**src/rtl/Common.sv**
```systemverilog
// Shared types and constants for the data-RAM path: response owner encoding and RAM depth.
package Common;

  typedef enum logic [1:0] {OwnerNone, OwnerCpu, OwnerVid} ram_owner_e;

  localparam int RAM_WORDS = 36*125*64/4;

endpackage

```
**src/rtl/ram_arbiter.sv**
```systemverilog
// Single-port data RAM arbiter: video has priority, a consecutive-grant counter bounds CPU starvation,
// and the one-cycle-late read word is routed back to whichever requester issued the access.
module ram_arbiter
  import Common::*;
#(
  parameter int ADDR_W  = 17,
  parameter int VID_MAX = 4
) (
  input  logic              clk,
  input  logic              rst,
  input  logic              cpu_req_valid,
  output logic              cpu_req_ready,
  input  logic              cpu_req_write,
  input  logic [ADDR_W-1:0] cpu_req_addr,
  input  logic [31:0]       cpu_req_wdata,
  input  logic [3:0]        cpu_req_be,
  output logic              cpu_rsp_valid,
  output logic [31:0]       cpu_rsp_rdata,
  input  logic              vid_req_valid,
  output logic              vid_req_ready,
  input  logic [ADDR_W-1:0] vid_req_addr,
  output logic              vid_rsp_valid,
  output logic [31:0]       vid_rsp_rdata,
  output logic              ram_en,
  output logic [3:0]        ram_we,
  output logic [ADDR_W-1:0] ram_addr,
  output logic [31:0]       ram_wdata,
  input  logic [31:0]       ram_rdata
);

  localparam int                CNT_W   = (VID_MAX < 1) ? 1 : $clog2(VID_MAX + 1);
  localparam logic [CNT_W-1:0]  CNT_MAX = CNT_W'(VID_MAX);

  // Handshake: a request transfers in the cycle where its valid and ready are both high;
  // requesters hold valid and payload stable until that cycle, and at most one ready is high.
  logic             grant_vid;
  logic             grant_cpu;
  logic             cpu_starved;
  logic [CNT_W-1:0] vid_cnt_q, vid_cnt_d;
  ram_owner_e       rsp_owner_q, rsp_owner_d;
  logic             rsp_is_write_q, rsp_is_write_d;

  always_comb begin
    cpu_starved = cpu_req_valid && (vid_cnt_q == CNT_MAX);
    grant_vid   = !rst && vid_req_valid && !cpu_starved;
    grant_cpu   = !rst && cpu_req_valid && !grant_vid;
  end

  // The counter only tracks video grants that actually delayed a waiting CPU request.
  always_comb begin
    vid_cnt_d = vid_cnt_q;
    if (!cpu_req_valid || grant_cpu) begin
      vid_cnt_d = '0;
    end else if (grant_vid && (vid_cnt_q != CNT_MAX)) begin
      vid_cnt_d = vid_cnt_q + CNT_W'(1);
    end
  end

  always_comb begin
    cpu_req_ready  = grant_cpu;
    vid_req_ready  = grant_vid;
    ram_en         = grant_cpu || grant_vid;
    ram_addr       = '0;
    ram_we         = 4'b0000;
    ram_wdata      = 32'h0;
    rsp_owner_d    = OwnerNone;
    rsp_is_write_d = 1'b0;
    if (grant_cpu) begin
      ram_addr       = cpu_req_addr;
      rsp_owner_d    = OwnerCpu;
      rsp_is_write_d = cpu_req_write;
      if (cpu_req_write) begin
        ram_we    = cpu_req_be;
        ram_wdata = cpu_req_wdata;
      end
    end else if (grant_vid) begin
      ram_addr    = vid_req_addr;
      rsp_owner_d = OwnerVid;
    end
  end

  always_ff @(posedge clk or posedge rst) begin
    if (rst) begin
      vid_cnt_q      <= '0;
      rsp_owner_q    <= OwnerNone;
      rsp_is_write_q <= 1'b0;
    end else begin
      vid_cnt_q      <= vid_cnt_d;
      rsp_owner_q    <= rsp_owner_d;
      rsp_is_write_q <= rsp_is_write_d;
    end
  end

  // Store acknowledges carry no data; the non-owner always sees zeros.
  always_comb begin
    cpu_rsp_valid = (rsp_owner_q == OwnerCpu);
    vid_rsp_valid = (rsp_owner_q == OwnerVid);
    cpu_rsp_rdata = (cpu_rsp_valid && !rsp_is_write_q) ? ram_rdata : 32'h0;
    vid_rsp_rdata = vid_rsp_valid ? ram_rdata : 32'h0;
  end

endmodule

```
**config.mk**
```make
export PLATFORM = sky130hd
export DESIGN_NAME = ram_arbiter
export DESIGN_NICKNAME = d
export VERILOG_FILES = /design/src/rtl/Common.sv /design/src/rtl/ram_arbiter.sv
export SDC_FILE = /design/constraint.sdc
export NUM_CORES = 1
export LEC_CHECK = 0
export CAP_MARGIN = 20
export CORE_AREA = 3 3 88 90
export CTS_BUF_LIST = sky130_fd_sc_hd__clkbuf_8 sky130_fd_sc_hd__clkbuf_16
export DETAILED_ROUTE_END_ITERATION = 6
export DIE_AREA = 0 0 91 93
export GPL_TIMING_DRIVEN = 0
export HOLD_SLACK_MARGIN = 0.12
export PLACE_DENSITY = 0.7
export RECOVER_POWER = 50
export SLEW_MARGIN = 20
export SYNTH_ARGS = -nofsm -noshare
export SYNTH_HDL_FRONTEND = slang
export SYNTH_SLANG_ARGS = --single-unit
```
**constraint.sdc**
```tcl
create_clock -name clk -period 2.3 [get_ports clk]
set_clock_uncertainty 0.05 [all_clocks]
set_input_delay 0.46 -clock clk [delete_from_list [all_inputs] [get_ports clk]]
set_output_delay 0.46 -clock clk [all_outputs]
set_load 0.02 [all_outputs]
```
==> results.md <==
* CP Buf/Inv Count at 5
* Required time at the endpoint of the critical path at 1.79 ns
* CORE AREA at around 7100 um^2
* Fraction of synthesized cell area taken by the top area cell type at 0.429
* Final Max Tran Viols at 0
* Signed area change from the synthesized netlist to the final layout at 225%
* Overall global routing resource usage at 0.147
* Highest routed metal layer: met4
* Proportion of total power due to net switching at 0.319
* First-pass DRT Iterations at 4
* Post-Place Cell Area at between 3000 and 4000 um^2
* Clock root cell: sky130_fd_sc_hd__clkbuf_8
* Failing checks: setup timing
* Placed wire-length estimate after detailed placement at ~5.6 mm
* Kind of cell with the highest combined delay on the critical path: buffers and inverters
* Minimum period implied by the final worst setup slack at approximately 2.4 ns
* Cell with the biggest individual delay on the critical path: sky130_fd_sc_hd__nor4bb_4
* Longest individual stage delay on the worst path at around 0.3 ns
* Synth warn at 0
* Clock Power Share at 0.199
* Vias after detailed routing at 2017
* Vias in the first global route at between 2000 and 2500
* Layout Utilization at 0.558
* Cell chain of the critical path: dlygate4sd2_1, a21boi_4, nor4bb_4, buf_6, buf_12, buf_8, and2_4, buf_6
* Share of the clock period used by the worst path after layout at 1.03
* Insertion delay to the later sink of the worst-skew pair at between 0.2 and 0.25 ns
* Overflow left after global routing at 0
* Post-route met1 wirelength at between 2 and 3 mm
* Design area at about 4000 um^2
* Yosys reg bits at 6
* Count of antenna diodes in the layout at 0
* Area contributors post-synth: sky130_fd_sc_hd__and2_1, sky130_fd_sc_hd__dfrtp_1, sky130_fd_sc_hd__a22o_1
* Fraction of power consumed by sequential logic at 0.138
* Boundary pin count at roughly 230
* Switch Pwr at 259 uW
* Final-stage net count at ~520
* Worst Path Arrival at 1.86 ns
* Minimum hold slack at approximately 0.20 ns
* Critical Path End Type: output port
* Final Hold Vio Count at 0
* Clock tree from TritonCTS: done
* Pin count of the biggest net entering global routing at 12
* Count of nets left with antenna violations after detail routing at 0
* GP Congestion at around 0.74
* Layout cells sized above 1 at 0.333
* Type of element launching the critical path: primary input
* Cell mode on critical path: sky130_fd_sc_hd__buf_6
* Cell count after synthesis at ~160
* Leakage power at approximately 2.2 nW
* Final setup fails at 15
* Antenna violations before repair at 0
* Hold buffer count at CTS at 0
* Distinct cells, synth at 21
* Multi-input combinational cell area at between 1000 and 1500 um^2
* Final wirelength at roughly 7.0 mm
* Sequential cell area fraction in the yosys report at 0.122
* Peak clock frequency supported by timing at 422 MHz
* Fill cell total of the finished layout at between 600 and 700
* Die Wd at about 91 um
* Combinational Power Share at 0.663
* Power per standard cell area at 204 nW/um^2
* Number of nets in the synthesized netlist at about 270
* Global-route wire length before repair at a little over 10 mm
* Deepest level of the CTS H-tree at 1
* Number of core rows at 31
* Internal at about 550 uW
* Sequential standard cell area at approximately 150 um^2
* Starting density of the core at 0.172
* Total number of clock tree sinks at 6
* Number of I/O port buffers at 227
* Slew headroom at 0.782
* CP max FO at 7
* Status: finished with violations
* Peak VDD IR at 0.000194 V
* Routed WL per cell at between 10 and 15 um
* Hold WC Path Type: in2async
* Max capacitance violation total at 0
* Met3 routed wirelength at roughly 530 um
* Least-Margin Pin Slew at approximately 0.33 ns
* Clock Pin Slew Worst Setup and Hold Paths at ~0.04 ns
* DRC marker count from the first detailed-route iteration at 32
* Cell type with the largest total area after synthesis: sky130_fd_sc_hd__and2_1
* Total Die Area at between 8000 and 9000 um^2
* DRC violations left at 0
* Vertical die dimension at 93 um
* Setup repair after global routing missed its margin: true
* Clock buffers created by TritonCTS at 3
* Routed wl met2 at 3.84 mm
* CTS max path bufs at 2
* Cell Area, Synth at between 1000 and 1500 um^2
* Category of the critical setup timing path: in2out
* Least setup slack across all paths after layout at -0.0673 ns
* Average footprint of a synthesized cell at 7.48 um^2
* Power after layout at ~810 uW
* Via density per instance at between 3 and 4
[final cells by class]
class	count	share of cell area
multi-input combinational	141	0.273
tap	99	0.0311
timing repair buffer	245	0.617
clock buffer	3	0.0104
inverter	3	0.00283
sequential	6	0.0377
buffer	13	0.0286
[kinds of logic after synthesis]
| kind of cell | after synthesis | synth area share |
|---|---|---|
| DFF | 6 | 0.122 |
| buffers and inverters | 17 | 0.0867 |
| AOI/OAI and AO/OA | 22 | 0.153 |
| and+or+nand+nor | 117 | 0.617 |
| adders and majority gates | 2 | 0.0204 |
[timing repair]
item / in CTS / in global routing
endpoints found under the setup margin: 119 / 91
setup buffers: 9 / 7
gates cloned: 4 / 1
hold endpoints to repair: 0 / 0
gates resized for setup: 365 / 92
pin swaps: 30 / 15
[state kept, by name, indices dropped and copies added (netlist names)]
name / count
vid_cnt_q: 3
rsp_is_write_q: 1
rsp_owner_q: 2
[synthesized netlist by cell type]
library cell,count
sky130_fd_sc_hd__buf_2,1
sky130_fd_sc_hd__ha_1,2
sky130_fd_sc_hd__nor4bb_1,1
sky130_fd_sc_hd__clkbuf_1,6
sky130_fd_sc_hd__nor3b_1,2
sky130_fd_sc_hd__inv_1,3
sky130_fd_sc_hd__nor2b_1,3
sky130_fd_sc_hd__a21boi_2,1
sky130_fd_sc_hd__buf_6,4
sky130_fd_sc_hd__nand3_1,3
sky130_fd_sc_hd__nor2_1,2
sky130_fd_sc_hd__nor3b_4,1
sky130_fd_sc_hd__a21boi_0,3
sky130_fd_sc_hd__and3_2,2
sky130_fd_sc_hd__and2_1,84
sky130_fd_sc_hd__dfrtp_1,6
sky130_fd_sc_hd__buf_4,3
sky130_fd_sc_hd__and2_2,16
sky130_fd_sc_hd__o21ai_0,1
sky130_fd_sc_hd__a22o_1,17
sky130_fd_sc_hd__nand2_1,3
[metrics by stage]
stage | setup TNS (ns) | cells | setup WS, ns
floorplan | 0 | 164 | 0.203
global placement | -43.06 | 490 | -0.750
detailed placement | -44.21 | 490 | -0.786
CTS | -3.34 | 505 | -0.155
global route | -4.04 | 510 | -0.144
finish | -0.746 | 510 | -0.0673
[cell usage in the layout (no fill, tap or decap), types with 2 or more instances in the layout]
cell type	Yosys	routed
sky130_fd_sc_hd__clkdlybuf4s50_1	0	109
sky130_fd_sc_hd__and2_1	84	64
sky130_fd_sc_hd__buf_6	4	53
sky130_fd_sc_hd__and2_4	0	30
sky130_fd_sc_hd__dlygate4sd2_1	0	28
sky130_fd_sc_hd__dlymetal6s2s_1	0	18
sky130_fd_sc_hd__a22o_1	17	17
sky130_fd_sc_hd__clkdlybuf4s15_1	0	15
sky130_fd_sc_hd__buf_4	3	13
sky130_fd_sc_hd__buf_2	1	9
sky130_fd_sc_hd__clkbuf_2	0	7
sky130_fd_sc_hd__and2_2	16	6
sky130_fd_sc_hd__dfrtp_1	6	6
sky130_fd_sc_hd__nand3_1	3	3
sky130_fd_sc_hd__nand2_1	3	3
sky130_fd_sc_hd__a21boi_0	3	3
sky130_fd_sc_hd__clkbuf_8	0	3
sky130_fd_sc_hd__inv_2	0	2
sky130_fd_sc_hd__buf_8	0	2
sky130_fd_sc_hd__nor2b_4	0	2
sky130_fd_sc_hd__clkbuf_4	0	2
sky130_fd_sc_hd__nor2_1	2	2
sky130_fd_sc_hd__nor3b_1	2	2
sky130_fd_sc_hd__buf_12	0	2
[power groups by stage]
stage / Sequential (mW) / Clock [mW] / Combinational, mW
finish: 0.112 / 0.162 / 0.539
global route: 0.112 / 0.172 / 0.573
CTS: 0.112 / 0.167 / 0.516
detailed placement: 0.113 / 0 / 0.511
global placement: 0.113 / 0 / 0.507
floorplan: 0.112 / 0 / 0.182
[worst paths after layout]
kind	start	to	cells past startpoint	slack (ns)
hold / removal	rst	vid_cnt_q[1]$_DFFE_PP0P_	2	0.20
min in group clk	rst	vid_cnt_q[2]$_DFFE_PP0P_	3	0.51
setup reg to reg	vid_cnt_q[0]$_DFFE_PP0P_	rsp_is_write_q$_DFF_PP0_	8	0.71
hold reg to reg	vid_cnt_q[1]$_DFFE_PP0P_	vid_cnt_q[1]$_DFFE_PP0P_	2	0.53
max in group asynchronous	rst	rsp_is_write_q$_DFF_PP0_	2	1.75
setup / recovery	vid_req_valid	ram_wdata[7]	8	-0.07
[per-layer routing]
layer	up-vias	track usage
met5	-	0
met4	0	0.0113
met3	4	0.0330
met2	111	0.306
met1	877	0.154
li1	1025	-
Note: power is estimated with default switching activity, not from simulation.
